<file path="src/rtl/sd_card_resp.sv">
// ---------------------------------------------------------------------------
// sd_card_resp
//
// SPI-mode SD card responder. This is the card side of the SD initialisation
// handshake, intended as a bench model and as an FPGA loopback target.
// 48-bit host command frames are deserialised from SD_MOSI. The card tracks
// its idle/ready state and answers on SD_MISO with R1 (8-bit) or R7 (40-bit)
// responses, so a host CMD0 / CMD8 / CMD55 / ACMD41 init sequence completes.
//
// Parameters
//   NCR_CYC      cycles from the frame end-bit sample to the response MSB (1..255)
//   ACMD41_BUSY  number of ACMD41s answered busy (0x01) before ready (0x00)
//   VHS_OK       accepted CMD8 voltage-supplied field
//
// Ports
//   SD_CK      in   SPI clock; the only clock, all logic on posedge
//   rst_n      in   asynchronous active-low reset
//   SD_CSn     in   chip select, active low
//   SD_MOSI    in   host->card serial data, MSB first
//   SD_MISO    out  card->host serial data, MSB first, idles high
//   card_idle  out  card in idle state (R1 bit0)
//   cmd_valid  out  one-cycle pulse when a frame is accepted
//   cmd_idx    out  command index of the last accepted frame
//
// Build option
//   SD_RESP_CRC_EN  when defined, CMD0/CMD8 frames carry a checked CRC7.
//                   A mismatch is answered with the CRC-error R1 and changes
//                   no card state. When undefined, no CRC logic is built.
// ---------------------------------------------------------------------------

module sd_card_resp #(
  parameter int unsigned NCR_CYC     = 8,
  parameter int unsigned ACMD41_BUSY = 2,
  parameter logic [3:0]  VHS_OK      = 4'h1
) (
  input  logic       SD_CK,
  input  logic       rst_n,
  input  logic       SD_CSn,
  input  logic       SD_MOSI,
  output logic       SD_MISO,
  output logic       card_idle,
  output logic       cmd_valid,
  output logic [5:0] cmd_idx
);

  typedef enum logic [1:0] {
    StListen,
    StCmd,
    StNcr,
    StResp
  } state_e;

  localparam logic [7:0] NcrLoad  = 8'(NCR_CYC - 1);
  localparam logic [7:0] BusyLoad = 8'(ACMD41_BUSY);

  state_e      state_q;
  logic [46:0] shift_q;     // frame bits received so far, newest in bit 0
  logic [5:0]  bit_cnt_q;   // frame bit index of the most recently stored bit
  logic [7:0]  ncr_cnt_q;
  logic [39:0] resp_q;      // response, left aligned, shifted out from bit 39
  logic [5:0]  rem_q;       // response bits still to drive after the current one
  logic [7:0]  busy_cnt_q;
  logic        app_flag_q;

  // Full frame as it stands on the edge that samples the end bit.
  logic [47:0] frame;
  logic        frame_ok;

  assign frame    = {shift_q, SD_MOSI};
  assign frame_ok = frame[46] & frame[0];

  // Argument bits only partly consumed by the decoder.
  logic unused_frame_bits;
  assign unused_frame_bits = ^{frame[47], frame[39:20], frame[7:1]};

  // ---------------------------------------------------------------------------
  // CRC7 check (optional)
  // ---------------------------------------------------------------------------
  logic crc_bad;

`ifdef SD_RESP_CRC_EN
  function automatic logic [6:0] crc7(input logic [39:0] data);
    logic [6:0] crc;
    logic       fb;
    crc = '0;
    for (int i = 39; i >= 0; i--) begin
      fb  = data[i] ^ crc[6];
      crc = {crc[5:0], 1'b0};
      if (fb) begin
        crc = crc ^ 7'h09;
      end
    end
    return crc;
  endfunction

  always_comb begin
    crc_bad = 1'b0;
    if ((frame[45:40] == 6'd0) || (frame[45:40] == 6'd8)) begin
      crc_bad = (crc7(frame[47:8]) != frame[7:1]);
    end
  end
`else
  assign crc_bad = 1'b0;
`endif

  // ---------------------------------------------------------------------------
  // Command decode: response contents and next card state, evaluated on the
  // end-bit edge and only committed when the frame is accepted.
  // ---------------------------------------------------------------------------
  logic [7:0]  r1;
  logic        is_r7;
  logic        idle_d;
  logic [7:0]  busy_d;
  logic        app_d;
  logic [3:0]  vhs;
  logic [39:0] resp_d;
  logic [5:0]  rem_d;

  always_comb begin
    r1     = {5'b0, 1'b1, 1'b0, card_idle};  // illegal command
    is_r7  = 1'b0;
    idle_d = card_idle;
    busy_d = busy_cnt_q;
    app_d  = 1'b0;                           // any frame but CMD55 ends the app prefix
    vhs    = (frame[19:16] == VHS_OK) ? frame[19:16] : 4'h0;

    if (crc_bad) begin
      r1    = {4'b0, 1'b1, 2'b0, card_idle};
      app_d = app_flag_q;
    end else begin
      case (frame[45:40])
        6'd0: begin
          r1     = 8'h01;
          idle_d = 1'b1;
          busy_d = BusyLoad;
        end
        6'd8: begin
          r1    = {7'b0, card_idle};
          is_r7 = 1'b1;
        end
        6'd55: begin
          r1    = {7'b0, card_idle};
          app_d = 1'b1;
        end
        6'd41: begin
          if (app_flag_q) begin
            if (busy_cnt_q != 8'd0) begin
              busy_d = busy_cnt_q - 8'd1;
              r1     = {7'b0, card_idle};
            end else begin
              idle_d = 1'b0;
              r1     = 8'h00;
            end
          end
        end
        default: ;
      endcase
    end

    resp_d = is_r7 ? {r1, 16'h0000, 4'h0, vhs, frame[15:8]} : {r1, 32'hFFFF_FFFF};
    rem_d  = is_r7 ? 6'd39 : 6'd7;
  end

  // ---------------------------------------------------------------------------
  // Main FSM with registered outputs
  // ---------------------------------------------------------------------------
  always_ff @(posedge SD_CK or negedge rst_n) begin
    if (!rst_n) begin
      state_q    <= StListen;
      shift_q    <= '0;
      bit_cnt_q  <= '0;
      ncr_cnt_q  <= '0;
      resp_q     <= '1;
      rem_q      <= '0;
      busy_cnt_q <= BusyLoad;
      app_flag_q <= 1'b0;
      SD_MISO    <= 1'b1;
      card_idle  <= 1'b1;
      cmd_valid  <= 1'b0;
      cmd_idx    <= '0;
    end else begin
      cmd_valid <= 1'b0;

      if (SD_CSn) begin
        // Deselect drops any partial frame or response; card state survives.
        state_q <= StListen;
        SD_MISO <= 1'b1;
      end else begin
        case (state_q)
          StListen: begin
            SD_MISO <= 1'b1;
            if (!SD_MOSI) begin
              shift_q   <= '0;
              bit_cnt_q <= 6'd47;
              state_q   <= StCmd;
            end
          end

          StCmd: begin
            SD_MISO   <= 1'b1;
            shift_q   <= frame[46:0];
            bit_cnt_q <= bit_cnt_q - 6'd1;
            if (bit_cnt_q == 6'd1) begin
              // This edge samples the end bit.
              if (frame_ok) begin
                cmd_valid  <= 1'b1;
                cmd_idx    <= frame[45:40];
                card_idle  <= idle_d;
                busy_cnt_q <= busy_d;
                app_flag_q <= app_d;
                resp_q     <= resp_d;
                rem_q      <= rem_d;
                ncr_cnt_q  <= NcrLoad;
                state_q    <= StNcr;
              end else begin
                state_q <= StListen;
              end
            end
          end

          StNcr: begin
            if (ncr_cnt_q == 8'd0) begin
              SD_MISO <= resp_q[39];
              resp_q  <= {resp_q[38:0], 1'b1};
              state_q <= StResp;
            end else begin
              SD_MISO   <= 1'b1;
              ncr_cnt_q <= ncr_cnt_q - 8'd1;
            end
          end

          StResp: begin
            if (rem_q != 6'd0) begin
              SD_MISO <= resp_q[39];
              resp_q  <= {resp_q[38:0], 1'b1};
              rem_q   <= rem_q - 6'd1;
            end else begin
              // LSB has been on the line for a cycle; a start bit may already
              // be arriving on this same edge.
              SD_MISO <= 1'b1;
              if (!SD_MOSI) begin
                shift_q   <= '0;
                bit_cnt_q <= 6'd47;
                state_q   <= StCmd;
              end else begin
                state_q <= StListen;
              end
            end
          end

          default: begin
            SD_MISO <= 1'b1;
            state_q <= StListen;
          end
        endcase
      end
    end
  end

endmodule

</file>
<file path="config.mk">
export PLATFORM = sky130hd
export DESIGN_NAME = sd_card_resp
export DESIGN_NICKNAME = d
export VERILOG_FILES = /design/src/rtl/sd_card_resp.sv
export SDC_FILE = /design/constraint.sdc
export NUM_CORES = 1
export LEC_CHECK = 0
export BUFFER_PORTS_ARGS = -buffer_cell sky130_fd_sc_hd__buf_2
export CORE_MARGIN = 2
export CORE_UTILIZATION = 64
export CTS_BUF_LIST = sky130_fd_sc_hd__clkbuf_2 sky130_fd_sc_hd__clkbuf_4 sky130_fd_sc_hd__clkbuf_8
export CTS_CLUSTER_DIAMETER = 60
export DETAILED_ROUTE_END_ITERATION = 7
export GPL_TIMING_DRIVEN = 0
export PLACE_DENSITY_LB_ADDON = 0.05
export SYNTH_ARGS = -nofsm -noshare
export SYNTH_HDL_FRONTEND = slang
export SYNTH_SLANG_ARGS = --single-unit
</file>
<file path="constraint.sdc">
create_clock -name SD_CK -period 3.7 [get_ports SD_CK]
set_clock_uncertainty 0.2 [all_clocks]
set_input_delay 0.37 -clock SD_CK [delete_from_list [all_inputs] [get_ports SD_CK]]
set_output_delay 0.37 -clock SD_CK [all_outputs]
set_load 0.02 [all_outputs]
</file>
Word-level counts from Yosys, hierarchy flattened
Cells that the tools add are included.
W data, S select, Z words.
{ "op_classes": {"addsub": 4, "eq_ne": 21, "n_mux": 49, "n_bitwise": 2, "reduce_logical": 20} }
{ "ops": {"columns": ["cell", "n"], "rows": [
  ["$mux W40", 4],
  ["$pmux W47 S3", 1],
  ["$pmux W40 S3", 1],
  ["$mux W47", 2],
  ["$mux W8", 5],
  ["$mux W6", 6],
  ["$mux W32", 1],
  ["$pmux W8 S2", 2],
  ["$ne A2 B2 Y1 const B", 9],
  ["$pmux W6 S3", 1],
  ["$sub A8 B1 Y8 const B", 2],
  ["$reduce_and A7 Y1", 2],
  ["$mux W1", 13],
  ["$eq A6 B6 Y1 const B", 2],
  ["$mux W2", 6],
  ["$ne A3 B3 Y1 const B", 4],
  ["$pmux W6 S2", 1],
  ["$sub A6 B1 Y6 const B", 2],
  ["$reduce_and A5 Y1", 2],
  ["$pmux W3 S3", 1],
  ["$logic_not A8 Y1", 1],
  ["$pmux W2 S4", 1],
  ["$reduce_and A4 Y1", 2],
  ["$reduce_bool A8 Y1", 1],
  ["other kinds (19)", 24]
]} }
{ "word_totals": {"regBits": 127, "in_bits": 4, "output_inout_bits": 9, "elab_cells": 108} }

Logic depth before layout (Yosys ltp)
Gate-level depths: netlist of run 1.
{ "logic_depth": {"ltp_word": 7, "mapped_depth": 8, "ltp_nobuf": 7} }

Least setup slack after synthesis of run 1
Ideal clock, no wire load.
{ "synth_path": {"path_kind": "flip-flop to flip-flop", "from": "reg ncr_cnt_q[4]", "to": "reg resp_q[28]", "setup_time_ns": 0.085, "arrival_time_ns": 1.852, "slack_ns": 1.563, "path_stages_with_launch": 6, "n_path_buf": 1, "synth_period_minus_slack_ns": 2.137, "cell_sequence": "dfrtp_1 nor4_1 nand2_1 o31ai_2 buf_4 mux2_1"} }
{ "synth_between": {"elab_chain_len": 3} }
{ "synth_rtl": {"columns": ["element", "line", "source"], "rows": [
  ["from (decl)", "59", "logic [7:0] ncr_cnt_q;"],
  ["from (signal assigned)", "213", "ncr_cnt_q <= NcrLoad;"],
  ["from (signal assigned)", "228", "ncr_cnt_q <= ncr_cnt_q - 8'd1;"],
  ["$logic_not A8 Y1", "222", "if (ncr_cnt_q == 8'd0) begin"],
  ["$ne A2 B2 Y1 (no source line)", null, null],
  ["$reduce_and A6 Y1 (no source line)", null, null],
  ["to (signal assigned)", "211", "resp_q <= resp_d;"],
  ["to (signal assigned)", "224", "resp_q <= {resp_q[38:0], 1'b1};"],
  ["to (signal assigned)", "235", "resp_q <= {resp_q[38:0], 1'b1};"],
  ["to (decl)", "60", "logic [39:0] resp_q;"]
]} }
Every way passes these cells.
A chain may end at the register's enable or synchronous reset.

Worst setup path in the final report of run 1
{ "layout_path": {"from": "reg ncr_cnt_q[4]", "to": "reg resp_q[30]"} }
The elaborated chain is that of the path after synthesis.

==> impl_metrics.yaml, run 1 <==
yosys:
  syn_nets: 556
  synth_top_family_by_area: "compound AO/OA/AOI/OAI gates"
  yosys-top-cells-count: "83 x dfrtp_1, 59 x nand2_1, 43 x dfstp_2, 41 x a22o_1, 28 x inv_1"
  synthSimpleGateAreaFrac_pct: 14.5
  synth_top_cell_by_area: "dfrtp_1"
  synth_mux_area_share_pct: 7.45
  netlist_top_cells_area: "dfrtp_1 35%, dfstp_2 19%, a22o_1 6.0%"
  synth_cells: 544
  synth.avg_cell_area_um2: 11.0
  synth_adder_area_share_pct: 1.68
  syn_area_um2: 5960
  yosys_register_bits: 126
  yosys.area_share.xor_xnor_pct: 0.441
  synth_flop_cell: "dfrtp_1"
  yosysTopAreaCellShare_pct: 34.8
  synth.distinct_cells: 60
  synth_compound_gate_area_share_pct: 17.9
  yosysMostFrequentCell: "dfrtp_1"
  synth_edf_count: 0
  async_flop_share_pct: 100
  yosys_warnings: 0
  ys_seq_area_share_pct: 53.8
power:
  p_total_mw: 2.83
  powerDensity_nw_per_um2: 428
  peakVddDrop_uv: 281
  cellLeakagePower_nw: 3.01
clocking:
  cts_buffers: 17
  clkSinkCount: 126
  h-tree-depth: 4
  insertion_delay_ns: 0.43
  ctsLongestPathBuffers: 2
  cts_resized: 0
  clkSlewWorstSetupHoldPaths_ns: 0.07
  cts_setup_buffers: 0
  cts_tree: "yes"
  root_buffer: "clkbuf_8"
  holdBufCountCts: 1
sta:
  fin_crit_ns: 2.51
  timing.fmax_mhz: 398
  worst_slack_ns: 1.19
  rsz0062_at_grt: "false"
  drv_slew: 0
  final.setup.tns_ns: 0
  slew_headroom_pct: 51.0
  tightestPinTransition_ns: 0.730
  min_period_over_period_pct: 67.8
  hold_viol_final: 0
  hold_ws_ns: 0.0695
  setup-violations-final: 0
detailed_routing:
  wl_um: 11600
  wire_per_inst_um: 16.6
  vias: 4251
  drt_iter0_drc: 255
  dr.pass1.iters: 5
  viasPerCell: 6.07
  drcViolationCount: 0
  final_antenna_net_count: 0
finish:
  area_delta_synth_final_pct: 10.6
  layout-drive-gt1-share_pct: 20.4
  multiInputGateArea_um2: 2500
  fin_nets: 588
  diodes: 0
  fin_cells: 700
  fill_cells: 645
  seq_area_um2: 3210
floorplan:
  die_w_um: 101
  rows: 35
  ios: 13
  dieArea_um2: 10100
  start_util_pct: 65.2
  dieHeight_um: 101
  core_um2: 9150
min_path:
  hold_class: "in -> reg"
critical_path:
  worst-path-max-fanout: 10
  crit_type: "reg -> reg"
  critPathLaunchType: "register"
  cp_data_arrival_time_ns: 2.66
  crit_path_end_kind: "register"
  critPathRequiredTime_ns: 3.85
grt:
  grt_pass1_wl_um: 19500
  antenna_found_initial: 0
  grt_max_degree: 81
  grt_pass1_vias: 4129
  grt_usage_pct: 24.7
  gr-total-overflow: 0
outcome:
  outcome: "completed"
place:
  dp_cells: 667
  finalWeightedCongestion: 0.844
  dp.final_hpwl_um: 7810
  port_buffers: 11
  place_ws_ns: 1.18
flow_run:
  cap_viol_max_count: 0
==> report_power, final <==
| part | internal (mW) | total, mW | leakage [nW] | switching [mW] |
|---|---|---|---|---|
| combinational | 0.0568 | 0.175 | 1.27 | 0.118 |
| clock | 0.624 | 1.18 | 0.193 | 0.558 |
| sequential | 1.43 | 1.47 | 1.55 | 0.0394 |
| total | 2.11 | 2.83 | 3.01 | 0.715 |
==> area by class of cell <==
cell class / count / share of cell area (%)
Clock buffer: 19 / 3.87
Buffer: 33 / 2.28
Clock inverter: 13 / 2.12
Inverter: 29 / 1.65
Tap cell: 111 / 2.11
Sequential cell: 126 / 48.6
Timing Repair Buffer: 13 / 1.50
Multi-Input combinational cell: 356 / 37.9
==> worst paths after layout <==
kind	from	to	slack [ns]	cells after the start
worst min-delay path	SD_MOSI	shift_q[0]$_DFFE_PN0P_	0.07	3
max in group asynchronous	rst_n	resp_q[38]$_DFFE_PN1P_	2.30	3
min in group asynchronous	rst_n	busy_cnt_q[0]$_DFFE_PN0P_	0.23	2
worst max register to register	ncr_cnt_q[4]$_DFFE_PN0P_	resp_q[30]$_DFFE_PN1P_	1.19	5
worst min register to register	cmd_idx[2]$_DFFE_PN0P_	cmd_idx[2]$_DFFE_PN0P_	0.26	2
worst max-delay path	ncr_cnt_q[4]$_DFFE_PN0P_	resp_q[30]$_DFFE_PN1P_	1.19	5
==> critical path, stage by stage (launching register included) <==
cell     delay (ns)
dfrtp_1        0.42
nor4_1         0.64
nand2_1        0.13
o31ai_2        0.40
buf_4          0.29
mux2_1         0.35
==> state kept, by name (all words and copies together), names as in the netlist <==
signal      count
cmd_idx         6
resp_q         40
busy_cnt_q      8
card_idle       1
rem_q           6
app_flag_q      1
bit_cnt_q       6
SD_MISO         1
state_q         2
cmd_valid       1
ncr_cnt_q       8
shift_q        46
==> stage by stage <==
stage	instance area, um2	util, %
final	6600	72.1
after global routing	6600	72.1
after CTS	6600	72.1
after detailed placement	6190	67.6
after global placement	6160	67.3
after floorplan	5960	-
==> placed cells by master, fill, tap and decap left out, drive strengths merged, types with 5 or more instances in the layout <==
cell    instances
nor2           23
o21a           26
mux2           27
nor3b           5
inv            30
nand2          59
o21ai          22
clkinv          7
clkbuf         34
or3             7
o22ai           7
a22o           41
dfrtp          83
dfstp          43
buf            30
nor4            7
nand4           6
o31ai           6
nand3          15
mux2i          14
nor3           12
ha              8
a21oi          18
==> cells by family (layout without fill, tap and decap cells) <==
family	count (synthesis)	in the layout
XOR/XNOR	3	3
adder cells (fa/ha/maj)	8	8
buffers and inverters	62	107
AO/OA/AOI/OAI	142	142
multiplexers	41	41
flip-flops	126	126
AND/OR/NAND/NOR	162	162
==> metal layers <==
| layer | share of wire, % | vias up | global-route usage (%) |
|---|---|---|---|
| met4 | 1.8 | 0 | 10.1 |
| met1 | 47 | 2096 | 34.9 |
| li1 | - | 2038 | - |
| met2 | 47 | 102 | 37.4 |
| met3 | 3.9 | 15 | 5.69 |
| met5 | 0 | - | 0 |
Power figures use the tool's default switching activity.
==> inputs of run 2 (changes only) <==
Clock period 3.7 ns to 2.6 ns, I/O delays scaled along.
==> impl_metrics.yaml, run 2 (synthesis gave the netlist of run 1 again) <==
grt:
  grtUsageMet3_pct: 5.69
  grt_pass1_wl_um: 19500
  antenna_found_initial: 0
  gr-total-overflow: 0
  met1_usage_pct: 34.9
  grt_max_degree: 81
  grt_pass1_vias: 4129
  met2_usage_pct: 37.4
  busiest_layer: "met2"
  grt_usage_pct: 24.7
clocking:
  cts_tree: "yes"
  ctsLongestPathBuffers: 2
  cts_buffers: 17
  insertion_delay_ns: 0.43
  h-tree-depth: 4
  root_buffer: "clkbuf_8"
  clkSlewWorstSetupHoldPaths_ns: 0.08
  clkSinkCount: 126
finish:
  diodes: 0
  fin_util_pct: 72.2
  layout-drive-gt1-share_pct: 20.5
  largest_reg_flops: 46
  regMostFlops: "shift_q"
  area_delta_synth_final_pct: 10.9
  multiInputGateArea_um2: 2500
  seq_area_um2: 3210
  fill_cells: 644
  final_cell_mix: "83 x dfrtp_1, 59 x nand2_1, 43 x dfstp_2"
  fin_nets: 589
  final_area_um2: 6610
  largestRegisters: "shift_q x46, resp_q x40"
  mostFrequentLayoutCell: "dfrtp_1"
outcome:
  outcome: "completed"
power:
  power_switching_mw: 1.02
  p_seq_share_pct: 52.0
  p_sw_share_pct: 25.3
  powerDensity_nw_per_um2: 608
  combPwrFrac_pct: 6.2
  clock_power_share_pct: 41.8
  cellLeakagePower_nw: 3.02
  peakVddDrop_uv: 399
  internal_power_mw: 3.00
sta:
  timing.fmax_mhz: 405
  tightestPinTransition_ns: 0.731
  fin_crit_ns: 2.47
  slew_headroom_pct: 50.9
  drv_slew: 0
  rsz0062_at_grt: "false"
  setup-violations-final: 0
  min_period_over_period_pct: 95.0
  worst_slack_ns: 0.131
  hold_viol_final: 0
place:
  dpl_cell_area_um2: 6190
  finalWeightedCongestion: 0.844
  port_buffers: 11
  dp.final_hpwl_um: 7810
  place_ws_ns: 0.0782
floorplan:
  dieArea_um2: 10100
  start_util_pct: 65.2
  die_w_um: 101
  ios: 13
  rows: 35
  core_um2: 9150
  dieHeight_um: 101
critical_path:
  crit_type: "reg -> reg"
  critPathRequiredTime_ns: 2.70
  cp_num_buf_inv: 2
  cp_top_family: "simple AND/OR/NAND/NOR gates"
  cp_slowest_cell: "dfrtp_1"
  critPathMaxStageDelay_ns: 0.46
  critPathLaunchType: "register"
  cp_data_arrival_time_ns: 2.57
  crit_chain: "nor3_2 -> nand3_1 -> o41a_1 -> buf_2 -> clkbuf_1 -> nand2_1 -> o21ai_1"
  worst-path-max-fanout: 10
  crit_path_end_kind: "register"
detailed_routing:
  vias: 4256
  dr.pass1.iters: 5
  drcViolationCount: 0
  final_antenna_net_count: 0
  wl_um: 11600
  drt_iter0_drc: 254
  wire_per_inst_um: 16.5
  viasPerCell: 6.07
min_path:
  hold_class: "in -> async"
flow_run:
  cap_viol_max_count: 0
[run 2: cell types whose count changed in the layout (fill, tap and decap cells not counted), sizes merged]
cell and change:
dlygate4sd3 +1
[run 2: area by class of cell]
cell class | instances | share of cell area, %
timing repair buffer | 14 | 1.65
clock inverter | 13 | 2.12
buffer | 33 | 2.27
clock buffer | 19 | 3.86
multi-input combinational | 356 | 37.9
inverter | 29 | 1.65
tap | 111 | 2.10
sequential | 126 | 48.5
[run 2: per-layer routing]
layer  routed length [um]  vias to the layer above
met5                    0                        -
met4                  208                        0
met3                  449                       15
met2                 5450                      102
met1                 5480                     2103
li1                     -                     2036
[run 2: path summary, 6_finish.rpt]
kind                                        start                         to  slack (ns)  cells past startpoint
setup / recovery             rem_q[2]$_DFFE_PN0P_    shift_q[45]$_DFFE_PN0P_        0.13                      7
min in group SD_CK                         SD_CSn   ncr_cnt_q[7]$_DFFE_PN0P_        0.23                      3
hold reg to reg            cmd_idx[2]$_DFFE_PN0P_     cmd_idx[2]$_DFFE_PN0P_        0.26                      2
max in group asynchronous                   rst_n     resp_q[38]$_DFFE_PN1P_        1.31                      3
hold / removal                              rst_n  busy_cnt_q[0]$_DFFE_PN0P_        0.12                      2
setup reg to reg             rem_q[2]$_DFFE_PN0P_    shift_q[45]$_DFFE_PN0P_        0.13                      7
[run 2: what timing repair did]
item,4_1_cts,5_1_grt
gates resized for setup,0,1
hold buffers,2,0
setup buffers,0,0
endpoints found under the setup margin,0,26
endpoints found under the hold margin,92,0
[run 2: power by group through the flow]
| stage | Clock (mW) | Sequential, mW | Combinational [mW] |
|---|---|---|---|
| after CTS | 1.71 | 2.09 | 0.251 |
| after global routing | 1.81 | 2.10 | 0.281 |
| after detailed placement | 0 | 2.12 | 0.247 |
| after global placement | 0 | 2.12 | 0.231 |
| after floorplan | 0 | 2.11 | 0.161 |
| final | 1.68 | 2.09 | 0.250 |
[run 2: per-stage QoR]
stage / total power, mW / hold WS [ns] / instances / setup TNS (ns)
2_1_floorplan: 2.27 / -0.236 / 544 / 0
3_3_place_gp: 2.35 / 0.245 / 666 / -35.04
3_5_place_dp: 2.37 / 0.0139 / 667 / 0
4_1_cts: 4.05 / 0.117 / 701 / 0
5_1_grt: 4.19 / 0.148 / 701 / 0
6_report: 4.02 / 0.118 / 701 / 0
